[src/rtl/fetch_unit.sv]
// rtl/fetch_unit.sv - instruction fetch stage: PC, imem handshake, IF/ID register (optional FETCH_PERF_CNT_EN counters)
module fetch_unit #(
   parameter logic [31:0] RESET_PC = 32'h0000_0000,
   parameter logic [31:0] NOP_INST = 32'h0000_0013
) (
   input  logic        clk,
   input  logic        rstn,
   input  logic        PCWr,
   input  logic        IF_ID_Wr,
   input  logic        flush,
   input  logic [31:0] redirect_pc,
   output logic        imem_req,
   output logic [31:0] imem_addr,
   input  logic        imem_gnt,
   input  logic        imem_rvalid,
   input  logic [31:0] imem_rdata,
   output logic [31:0] IF_ID_PC,
   output logic [31:0] IF_ID_inst,
   output logic        IF_ID_valid
`ifdef FETCH_PERF_CNT_EN
  ,output logic [31:0] stall_cnt,
   output logic [31:0] flush_cnt
`endif
);

   typedef enum logic [1:0] {
      S_REQ  = 2'd0,
      S_WAIT = 2'd1,
      S_DROP = 2'd2
   } state_t;

   state_t      state_q, state_d;
   logic [31:0] pc_q, pc_d;
   logic [31:0] pc_fetch_q, pc_fetch_d;
   logic        buf_valid_q, buf_valid_d;
   logic [31:0] buf_pc_q, buf_pc_d;
   logic [31:0] buf_inst_q, buf_inst_d;
   logic [31:0] if_pc_q, if_pc_d;
   logic [31:0] if_inst_q, if_inst_d;
   logic        if_valid_q, if_valid_d;
   logic        run_q;
   logic        resp_live;

   // Requests start only once an edge has seen reset released, and never while the buffer is occupied.
   assign imem_req  = rstn && run_q && (state_q == S_REQ) && !buf_valid_q && PCWr && !flush;
   assign imem_addr = pc_q;
   // Only a response belonging to a live (non-dropped) request may be routed.
   assign resp_live = imem_rvalid && (state_q == S_WAIT);

   assign IF_ID_PC    = if_pc_q;
   assign IF_ID_inst  = if_inst_q;
   assign IF_ID_valid = if_valid_q;

   // Next-state: FSM, PC, response buffer and IF/ID; flush takes priority over both stalls.
   always_comb begin
      state_d     = state_q;
      pc_d        = pc_q;
      pc_fetch_d  = pc_fetch_q;
      buf_valid_d = buf_valid_q;
      buf_pc_d    = buf_pc_q;
      buf_inst_d  = buf_inst_q;
      if_pc_d     = if_pc_q;
      if_inst_d   = if_inst_q;
      if_valid_d  = if_valid_q;

      if (flush) begin
         pc_d        = redirect_pc;
         buf_valid_d = 1'b0;
         if_pc_d     = 32'h0;
         if_inst_d   = NOP_INST;
         if_valid_d  = 1'b0;
         // A response in the flush cycle completes the stale request; otherwise wait for it in DROP.
         if (state_q != S_REQ && imem_rvalid) begin
            state_d = S_REQ;
         end else if (state_q == S_WAIT) begin
            state_d = S_DROP;
         end
      end else begin
         case (state_q)
            S_REQ: begin
               if (imem_req && imem_gnt) begin
                  pc_fetch_d = pc_q;
                  pc_d       = pc_q + 32'd4;
                  state_d    = S_WAIT;
               end
            end
            S_WAIT: begin
               if (imem_rvalid) state_d = S_REQ;
            end
            S_DROP: begin
               if (imem_rvalid) state_d = S_REQ;
            end
            default: state_d = S_REQ;
         endcase

         if (IF_ID_Wr) begin
            if (buf_valid_q) begin
               if_pc_d     = buf_pc_q;
               if_inst_d   = buf_inst_q;
               if_valid_d  = 1'b1;
               buf_valid_d = resp_live;
               if (resp_live) begin
                  buf_pc_d   = pc_fetch_q;
                  buf_inst_d = imem_rdata;
               end
            end else if (resp_live) begin
               if_pc_d    = pc_fetch_q;
               if_inst_d  = imem_rdata;
               if_valid_d = 1'b1;
            end else begin
               if_pc_d    = 32'h0;
               if_inst_d  = NOP_INST;
               if_valid_d = 1'b0;
            end
         end else if (resp_live) begin
            buf_valid_d = 1'b1;
            buf_pc_d    = pc_fetch_q;
            buf_inst_d  = imem_rdata;
         end
      end
   end

   // State registers with synchronous active-low reset.
   always_ff @(posedge clk) begin
      if (!rstn) begin
         state_q     <= S_REQ;
         pc_q        <= RESET_PC;
         pc_fetch_q  <= RESET_PC;
         buf_valid_q <= 1'b0;
         buf_pc_q    <= 32'h0;
         buf_inst_q  <= NOP_INST;
         if_pc_q     <= 32'h0;
         if_inst_q   <= NOP_INST;
         if_valid_q  <= 1'b0;
         run_q       <= 1'b0;
      end else begin
         state_q     <= state_d;
         pc_q        <= pc_d;
         pc_fetch_q  <= pc_fetch_d;
         buf_valid_q <= buf_valid_d;
         buf_pc_q    <= buf_pc_d;
         buf_inst_q  <= buf_inst_d;
         if_pc_q     <= if_pc_d;
         if_inst_q   <= if_inst_d;
         if_valid_q  <= if_valid_d;
         run_q       <= 1'b1;
      end
   end

`ifdef FETCH_PERF_CNT_EN
   logic [31:0] stall_cnt_q;
   logic [31:0] flush_cnt_q;

   // Free-running event counters for IF/ID stall cycles and flush cycles.
   always_ff @(posedge clk) begin
      if (!rstn) begin
         stall_cnt_q <= 32'h0;
         flush_cnt_q <= 32'h0;
      end else begin
         if (!IF_ID_Wr) stall_cnt_q <= stall_cnt_q + 32'd1;
         if (flush)     flush_cnt_q <= flush_cnt_q + 32'd1;
      end
   end

   assign stall_cnt = stall_cnt_q;
   assign flush_cnt = flush_cnt_q;
`endif

endmodule

[config.mk]
export PLATFORM = sky130hd
export DESIGN_NAME = fetch_unit
export DESIGN_NICKNAME = d
export VERILOG_FILES = /design/src/rtl/fetch_unit.sv
export SDC_FILE = /design/constraint.sdc
export NUM_CORES = 1
export LEC_CHECK = 0
export CORE_MARGIN = 4
export CORE_UTILIZATION = 45
export CTS_CLUSTER_DIAMETER = 200
export DETAILED_ROUTE_END_ITERATION = 8
export PLACE_DENSITY_LB_ADDON = 0.12
export SYNTH_ARGS = -nofsm -noshare
export SYNTH_HDL_FRONTEND = slang
export SYNTH_SLANG_ARGS = --single-unit
[constraint.sdc]
create_clock -name clk -period 2.2 [get_ports clk]
set_input_delay 0.44 -clock clk [delete_from_list [all_inputs] [get_ports clk]]
set_output_delay 0.44 -clock clk [all_outputs]
set_load 0.005 [all_outputs]
==> results of run 1 <==
## stage by stage
step,util,cells
after CTS,0.6188,1373
after floorplan,-,970
after global placement,0.5872,1342
after global routing,0.6197,1373
final,0.6197,1373
after detailed placement,0.5872,1342
## critical path, cell delays in order (launching register included)
cell and delay (ns):
dfxtp_1 0.33, inv_1 0.06, ha_1 0.15, nand4b_1 0.15, buf_4 0.20, nor2_2 0.13, clkbuf_2 0.14
## where the power goes
group	internal (W)	switching (W)	total [W]
Clock	0.00159	0.00134	0.00293
Sequential	0.00364	0.0000666	0.00371
Combinational	0.000356	0.000300	0.000656
## worst paths after layout
kind	slack, ns	end
worst min-delay path	0.45	buf_inst_q[8]
worst max-delay path	0.16	imem_req
worst max register to register	0.19	imem_addr[6]
worst min register to register	0.45	buf_inst_q[8]
## state kept, by name (all words and copies together), names as in the netlist
register	cells
buf_inst_q	32
IF_ID_PC	32
state_q	2
IF_ID_valid	1
imem_addr	32
buf_pc_q	32
buf_valid_q	1
IF_ID_inst	32
pc_fetch_q	32
run_q	1
## timing repair
item,CTS,global route
resized for setup,3,6
setup buffers,0,0
endpoints found under the setup margin,1,5
## area by class of cell
type                            instances  area (um^2)
Tap cell                              225        281.5
Fill cell                            1579         6600
Clock inverter                         12        106.4
Multi-Input combinational cell        680         3712
Inverter                               10        38.79
Clock buffer                           19        442.9
Sequential cell                       197         3945
Timing Repair Buffer                  230         2230
## cells in the mapped netlist, types with 2 or more instances
master / instances
a22oi_1: 63
clkbuf_1: 72
nor3_1: 9
nand2_1: 218
inv_1: 9
or3_1: 4
a211oi_1: 61
nor2_1: 82
o211ai_1: 3
ha_1: 3
o221ai_1: 4
nand3_1: 21
xnor2_1: 8
nand2b_1: 4
a32oi_1: 2
mux2i_1: 2
dfxtp_1: 197
nor4_4: 3
xor2_1: 3
buf_6: 2
a31oi_1: 3
and2_1: 3
mux2_2: 5
nor3_2: 2
o21ai_0: 14
a21oi_1: 116
nor4_1: 4
buf_1: 5
and4_1: 4
nand4_1: 12
o21ai_1: 2
and3_1: 3
nand4b_1: 2
o311ai_0: 2
buf_2: 3
a311oi_1: 2
## kinds of logic after synthesis
logic type,count (synthesis)
flops,197
xor+xnor,11
mux,7
simple gates,377
fa+ha+maj,4
buf+inv,93
compound gates,281
## routing by layer
| layer | vias to the layer above | routed length, um | GRT usage |
|---|---|---|---|
| met1 | 3481 | 10860 | 0.3254 |
| met2 | 253 | 9539 | 0.3243 |
| met4 | 0 | 308 | 0.06119 |
| li1 | 3752 | - | - |
| met3 | 21 | 1370 | 0.04240 |
| met5 | - | 0 | 0 |
==> metrics.txt, run 1 <==
worst hold path class flop to flop; CORE AREA approximately 0.017 mm^2; Fin Hold WS 0.4532 ns; worst-skew pair later-pin latency 0.43 ns; RSZ-0062 raised after global routing false; Startpoint Class flop; setup TNS 0 ns; Vias per Instance approximately 5.5; First-pass DRT Iterations 7; initial drt markers 481; mux share of post-synthesis cell area 0.009557; Die X 141.2 um; clock root cell clkbuf_16; GP Congestion 0.8706; Async S/R FF share, synth 0; Worst Setup Path Type flop to output port; worst-margin pin slew ~0.75 ns; DP Area 0.01019 mm^2; TritonCTS clock tree yes; Final Hold Vio Count 0; worst vdd ir ~570 uV; most common cell after layout, fill and taps aside nand2_1; syn_area_per_cell 8.233 um^2; CP arrival 1.60 ns; DPL Wire Length 14,550 um; critical path endpoint category output port; main combinational cell family by area after synthesis compound AO/OA/AOI/OAI gates; I/O pin count 169; # clock sinks 197; initial antenna violation count 0; worst clock skew ~0.0063 ns; Total GRT Usage 0.2192; Max-slew headroom 0.5023; min-delay src buf_inst_q[8]; Achievable Freq 490.8 MHz; Mapped Cells 970; register area share after synthesis 0.4938; Avg WL per Cell 16.08 um; Routed WL 22,080 um; synth unique cells 54; fraction of layout cells with a size suffix above 1 0.1019; Post-DRT Antenna Nets 0; post-synthesis cell type with the largest combined area dfxtp_1; r2r worst-path depth 9; Die Y 141.2 um; Max Cap Viol 0; Main synth FF type dfxtp_1; Post-Synth XOR/XNOR Area 0.01206; initial core utilization 0.4601; Ant. Diodes 0; # hold bufs at CTS 0; Pwr Total 0.007293 W; Power Density 678.0 mW/mm^2; CP startpoint state_q[0]; Synth Register Bits 197; die area 0.01994 mm^2; largest net degree at the start of global routing ~130; Vias 7,507; Tmin final just over 2 ns; Required @ worst endpoint 1.76 ns; # nets final 1,210; Final Cell Area about 0.011 mm^2; Worst R2R Start state_q[0]; row cnt 48; status finished, final reports clean; grt total ovfl 0; number of port buffers 168; Setup Viol. Count Final 0; synth top area cells dfxtp_1, nand2_1, a21oi_1; Clock Pin Slew Worst Setup and Hold Paths roughly 0.07 ns; first-pass GRT wire length around 36,000 um; H-tree Lvls 4; post-synthesis compound-gate area fraction 0.2256; Mapped Area ~0.0080 mm^2; Synth warnings 0; final worst slack 0.1624 ns; DP Worst Slack -0.4255 ns; Residual DRC 0; simple-gate share of the synthesized area 0.2065; period utilisation layout 0.9262; fin. max-slew vios 0; commonest non-fill, non-tap cells in the layout nand2_1, dfxtp_1, clkdlybuf4s50_1; post-synth net total 1,044; vias in the first global route 6,780; EDFF count, synth 0; Critical Path Fanout Max 3; hold path cells 2; leakage power 3.594 nW; share of the synthesized area in the top cell type 0.4938; CTS buffer count 17; Clock Path Buffers 2; area grow syn2layout 34.69%; Synth Area in Adders 0.005953
Power figures use the tool's default switching activity.
==> inputs of run 2 (changes only) <==
--- a/config.mk
+++ b/config.mk
@@ -9,6 +9,7 @@
 export CORE_UTILIZATION = 45
 export CTS_CLUSTER_DIAMETER = 200
 export DETAILED_ROUTE_END_ITERATION = 8
+export DONT_BUFFER_PORTS = 1
 export PLACE_DENSITY_LB_ADDON = 0.12
 export SYNTH_ARGS = -nofsm -noshare
 export SYNTH_HDL_FRONTEND = slang
==> constraint.sdc (replaced) <==
create_clock -name clk -period 2.01 [get_ports clk]
set_input_delay 0.402 -clock clk [delete_from_list [all_inputs] [get_ports clk]]
set_output_delay 0.402 -clock clk [all_outputs]
set_load 0.005 [all_outputs]
==> run 2 against run 1 <==
Net effect:
- register-to-register slack lost 0.16 ns
- worst hold slack worse by 0.39 ns
- total power up 6.7%
- largest power group unchanged
==> metrics.txt, run 2 (synthesis gave the netlist of run 1 again) <==
Power Density 849.9 mW/mm^2 (+25%); status finished, final reports clean; Clock Path Buffers 2 (unchanged); I/O pin count 169 (unchanged); final worst slack 0.03120 ns (-0.1312 ns); Tmin final around 2.0 ns; critical path endpoint category flop; Vias per Instance 5.624 (+2.9%); CTS buffer count 17 (unchanged); initial drt markers 457 (-5.0%); Residual DRC 0 (unchanged); fin. max-slew vios 0 (unchanged); Ant. Diodes 0 (unchanged); global-route met2 utilization 0.3208 (-0.003511); fraction of layout cells with a size suffix above 1 0.1233 (+0.02143); met3 Usage GRT 0.06445 (+0.02205); Required @ worst endpoint 2.37 ns (+0.61 ns); Die Y 141.2 um (unchanged); vias in the first global route 6,364 (-6.1%); Critical Path Fanout Max 5 (+2); met1 usage 0.3076 (-0.01777); Post-DRT Antenna Nets 0 (unchanged); GP Congestion 0.8538 (-1.9%); Setup Viol. Count Final 0 (unchanged); RSZ-0062 raised after global routing true; slowest CP cell or4_1; Clock Pin Slew Worst Setup and Hold Paths 0.07 ns (about the same); # nets final 1,042 (-14%); grt total ovfl 0 (unchanged); CP max stage delay 0.51 ns (+0.18 ns); most common cell after layout, fill and taps aside nand2_1; area grow syn2layout 14.68%; DPL Wire Length 14,490 um (-0.42%); crit-path cells inv_2 -> ha_4 -> nand4b_1 -> or3_4 -> buf_4 -> or4_1 -> a21oi_1; commonest non-fill, non-tap cells in the layout nand2_1, dfxtp_1, a21oi_1; CP arrival 2.34 ns (+0.74 ns); First-pass DRT Iterations 5 (-2); largest net degree at the start of global routing 133 (+0.76%); Total GRT Usage 0.2169 (-0.002317); dpl cells 1,171 (-13%); Die X 141.2 um (unchanged); Achievable Freq a little over 500 MHz; Routed WL 22,060 um (about the same); Avg WL per Cell 18.29 um (+14%); DP Worst Slack -0.1108 ns (+0.3147 ns); Max Cap Viol 0 (unchanged); TritonCTS clock tree yes; CORE AREA 0.01736 mm^2 (unchanged); worst-skew pair later-pin latency 0.42 ns (about the same); worst vdd ir 566.2 uV (-1.3%); Worst Setup Path Type flop to flop; H-tree Lvls 4 (unchanged); Startpoint Class flop; row cnt 48 (unchanged); period utilisation layout 0.9845; die area 0.01994 mm^2 (unchanged); clock root cell clkbuf_16; Post-Layout Cell Count 1,206 (-12%); initial core utilization 0.4601 (unchanged); # clock sinks 197 (unchanged); first-pass GRT wire length 35,060 um (-1.6%); Max-slew headroom 0.4655 (-0.03678); leakage power 2.992 nW (-17%); initial antenna violation count 0 (unchanged); worst-margin pin slew 0.8018 ns (+0.05517 ns); Vias 6,783 (-9.6%); Most Crowded Layer GR met2; worst hold path class primary input to flop; number of port buffers 0 (-100%); Final Hold Vio Count 0 (unchanged); worst clock skew 0.006390 ns (+0.0001079 ns)
[run 2: critical path: cells and delay by family (launching register included)]
| family | cells | cell delay [ns] |
|---|---|---|
| fa+ha+maj | 1 | 0.13 |
| buf+inv | 2 | 0.24 |
| simple gates | 3 | 1.06 |
| flops | 1 | 0.32 |
| compound gates | 1 | 0.15 |
[run 2: path summary, 6_finish.rpt]
check                    from       endpoint  slack (ns)  cells after the start
setup / recovery   state_q[1]   imem_addr[9]        0.03                      7
hold / removal           rstn  buf_inst_q[0]        0.06                      1
setup reg to reg   state_q[1]   imem_addr[9]        0.03                      7
hold reg to reg   buf_pc_q[8]    buf_pc_q[8]        0.45                      2
[run 2: power by group]
part / internal (W) / switching (W)
logic: 0.000151 / 0.000219
clock network: 0.00186 / 0.00149
registers: 0.00399 / 0.0000780
[run 2: metrics by stage]
step / util / total power, W / setup TNS [ns] / hold slack [ns] / instance area (um^2)
finish: 0.5277 / 0.007784 / 0 / 0.05959 / 9159
global route: 0.5277 / 0.008051 / -0.1209 / 0.04260 / 9159
CTS: 0.5233 / 0.007856 / -0.0003020 / 0.04090 / 9082
detailed placement: 0.4884 / 0.004517 / -0.6136 / 0.4363 / 8477
global placement: 0.4884 / 0.004515 / -0.2802 / 0.4364 / 8477
floorplan: - / 0.004412 / 0 / 0.4297 / 7986
[run 2: per-layer routing]
| layer | up-vias | share of wire |
|---|---|---|
| li1 | 3414 | - |
| met1 | 3128 | 0.47 |
| met2 | 217 | 0.43 |
| met3 | 24 | 0.086 |
| met4 | 0 | 0.012 |
| met5 | - | 0 |
[run 2: layout make-up]
cell class | count | area (um^2)
clock buffers | 19 | 442.9
inverters | 10 | 38.79
clock inverters | 13 | 132.6
well taps | 225 | 281.5
multi-input cells | 680 | 3741
fillers | 1687 | 8198
repair buffers | 62 | 575.6
flip-flops and latches | 197 | 3946
[run 2: what timing repair did]
action | in CTS | in global routing
endpoints found under the hold margin | 1 | 0
gates cloned | 0 | 1
pin swaps | 1 | 7
buffers inserted | 0 | 1
gates resized for setup | 5 | 12
endpoints found under the setup margin | 11 | 22
hold buffers | 1 | 0
==> inputs of run 3 (changes only) <==
--- a/config.mk
+++ b/config.mk
@@ -5,11 +5,13 @@
 export SDC_FILE = /design/constraint.sdc
 export NUM_CORES = 1
 export LEC_CHECK = 0
+export ABC_AREA = 1
 export CORE_MARGIN = 4
 export CORE_UTILIZATION = 45
 export CTS_CLUSTER_DIAMETER = 200
 export DETAILED_ROUTE_END_ITERATION = 8
 export DONT_BUFFER_PORTS = 1
+export GPL_TIMING_DRIVEN = 0
 export PLACE_DENSITY_LB_ADDON = 0.12
 export SYNTH_ARGS = -nofsm -noshare
 export SYNTH_HDL_FRONTEND = slang
==> run 3 against run 2 <==
Net effect:
- flip-flop and latch count is the same
- critical path depth grew 3
- final area grew 1.1%
- count of clock-buffer cells in the layout shrank 1
- register-to-register slack gained 0.12 ns
- fmax grew 6.7%
- final cell count grew 17%
- global-route usage grew 2.5 points
- critical path type unchanged
==> metrics.txt, run 3 <==
status finished, final reports clean; Startpoint Class flop; Required @ worst endpoint 2.30 ns (-0.07 ns); fin. max-slew vios 0 (unchanged); row cnt 49 (+2.1%); die area 0.02075 mm^2 (+4.0%); CTS buffer count 17 (unchanged); WP buf/inv 0 (-2); EDFF count, synth 0 (unchanged); number of port buffers 0 (unchanged); Post-DRT Antenna Nets 0 (unchanged); synth unique cells 35 (-35%); Die X 144.1 um (+2.0%); Total GRT Usage 0.2415 (+0.02460); Final Cell Area 0.009260 mm^2 (+1.1%); post-synthesis cell type with the largest combined area dfxtp_1; Worst Setup Path Type flop to flop; RSZ-0062 raised after global routing false; First-pass DRT Iterations 6 (+1); worst-margin pin slew 0.6983 ns (-0.1034 ns); # nets final 1,245 (+19%); area grow syn2layout 11.18%; Avg WL per Cell 17.74 um (-3.0%); DP Area 0.008616 mm^2 (+1.6%); largest net degree at the start of global routing 18 (-86%); Die Y 144.1 um (+2.0%); H-tree Lvls 4 (unchanged); Residual DRC 0 (unchanged); Critical Path Most Common Cell nand2_1; synth top area cells dfxtp_1, a21oi_1, o21ai_0; worst hold path class primary input to flop; Clock Path Buffers 2 (unchanged); CORE AREA 0.01809 mm^2 (+4.2%); syn_area_per_cell 7.243 um^2 (-12%); number of fill cells in the layout 1,839 (+9.0%); leakage power 3.467 nW (+16%); worst clock skew 0.01209 ns (+0.005701 ns); delay-heaviest family, CP simple AND/OR/NAND/NOR gates; GP Congestion 0.9238 (+8.2%); Post-synth top cells a21oi_1, nand2_1, dfxtp_1; worst vdd ir 705.2 uV (+25%); TritonCTS clock tree yes; initial antenna violation count 1 (+1); Tmin final 1.855 ns (-0.1239 ns); initial drt markers 430 (-5.9%); crit-path cells ha_1 -> nand2_1 -> nor2_1 -> nand2_2 -> nor2_4 -> nand2_1 -> nand2_1 -> nand3_1 -> nand2_1 -> a21oi_1; Mapped Area 0.008329 mm^2 (+4.3%); clock root cell clkbuf_16; vias in the first global route 7,219 (+13%); register area share after synthesis 0.4735 (-0.02033); # clock sinks 197 (unchanged); Achievable Freq 539.1 MHz (+6.7%); Critical Path Fanout Max 6 (+1); Pwr Total 0.008541 W (+9.7%); Mapped Cells 1,150 (+19%); I/O pin count 169 (unchanged); commonest non-fill, non-tap cells in the layout a21oi_1, nand2_1, dfxtp_1; post-synth net total 1,224 (+17%); first-pass GRT wire length 39,520 um (+13%); most frequent cell after synthesis a21oi_1; Max Cap Viol 0 (unchanged); Vias per Instance 5.394 (-4.1%); CP max stage delay 0.45 ns (-0.06 ns); Async S/R FF share, synth 0 (unchanged); period utilisation layout 0.9228 (-0.06165); DPL Wire Length 18,350 um (+27%); Main synth FF type dfxtp_1; Setup Viol. Count Final 0 (unchanged); Routed WL 25,050 um (+14%); fraction of layout cells with a size suffix above 1 0.06847 (-0.05487); Final Hold Vio Count 0 (unchanged); share of the synthesized area in the top cell type 0.4735 (-0.02033); critical path endpoint category flop; initial core utilization 0.4605 (about the same); most common cell after layout, fill and taps aside a21oi_1; Max-slew headroom 0.5344 (+0.06894); Synth Register Bits 197 (unchanged); Synth warnings 0 (unchanged); worst-skew pair later-pin latency 0.43 ns (about the same); Clock Pin Slew Worst Setup and Hold Paths 0.07 ns (about the same); Vias 7,616 (+12%); Ant. Diodes 0 (unchanged); grt total ovfl 0 (unchanged); CP arrival 2.15 ns (-0.19 ns); slowest CP cell dfxtp_1; Power Density 922.3 mW/mm^2 (+8.5%)
## run 3: final cells by class
type / count / area [um^2] / share of cell area
flip-flops and latches: 197 / 3945 / 0.4260
multi-input cells: 804 / 3776 / 0.4078
clock buffers: 18 / 439.2 / 0.04743
plain buffers: 76 / 339.1 / 0.03662
well taps: 229 / 286.5 / 0.03094
inverters: 73 / 274.0 / 0.02959
clock inverters: 13 / 170.2 / 0.01838
repair buffers: 2 / 30.03 / 0.003243
## run 3: worst paths after layout
path | from | end | slack [ns] | cells past startpoint
setup / recovery | imem_addr[3] | imem_addr[28] | 0.16 | 10
hold / removal | imem_rdata[0] | buf_inst_q[0] | 0.1 | 2
setup reg to reg | imem_addr[3] | imem_addr[28] | 0.16 | 10
hold reg to reg | pc_fetch_q[0] | IF_ID_PC[0] | 0.46 | 2
## run 3: logic make-up after synthesis
kind of cell / Yosys count / share of synthesized area
fa+ha+maj: 3 / 0.004507
flops: 197 / 0.4735
compound gates: 396 / 0.2432
buf+inv: 149 / 0.07346
simple gates: 398 / 0.1980
xor+xnor: 7 / 0.007361
## run 3: layer usage
| metal | track usage | vias up | routed length [um] | part of all wire |
|---|---|---|---|---|
| met2 | 0.3819 | 223 | 11450 | 0.46 |
| met3 | 0.05589 | 33 | 1867 | 0.075 |
| met1 | 0.3313 | 3501 | 11280 | 0.45 |
| met4 | 0.07037 | 2 | 445 | 0.018 |
| li1 | - | 3857 | - | - |
| met5 | 0 | - | 13 | 0.00052 |
## run 3: metrics by stage
| stage | setup TNS, ns | std cells | hold WS, ns | util | setup slack (ns) |
|---|---|---|---|---|---|
| finish | 0 | 1412 | 0.09883 | 0.5120 | 0.1551 |
| global route | 0 | 1412 | 0.09779 | 0.5120 | 0.003573 |
| detailed placement | -0.1058 | 1379 | 0.4309 | 0.4764 | -0.03755 |
| floorplan | 0 | 1150 | 0.4296 | - | 0.5513 |
| CTS | 0 | 1411 | 0.08482 | 0.5108 | 0.08880 |
| global placement | 0 | 1379 | 0.4308 | 0.4764 | 0.04014 |
## run 3: report_power, final
group / internal [W] / switching, W
Combinational: 0.000236 / 0.000536
Clock: 0.00200 / 0.00154
Sequential: 0.00407 / 0.000155
Total: 0.00631 / 0.00223
## run 3: what timing repair did
item | in CTS | in global routing
hold endpoints to repair | 1 | 0
hold buffers | 1 | 0
pin swaps | 0 | 1
buffers inserted | 0 | 1
resized for setup | 1 | 3
endpoints found under the setup margin | 2 | 54
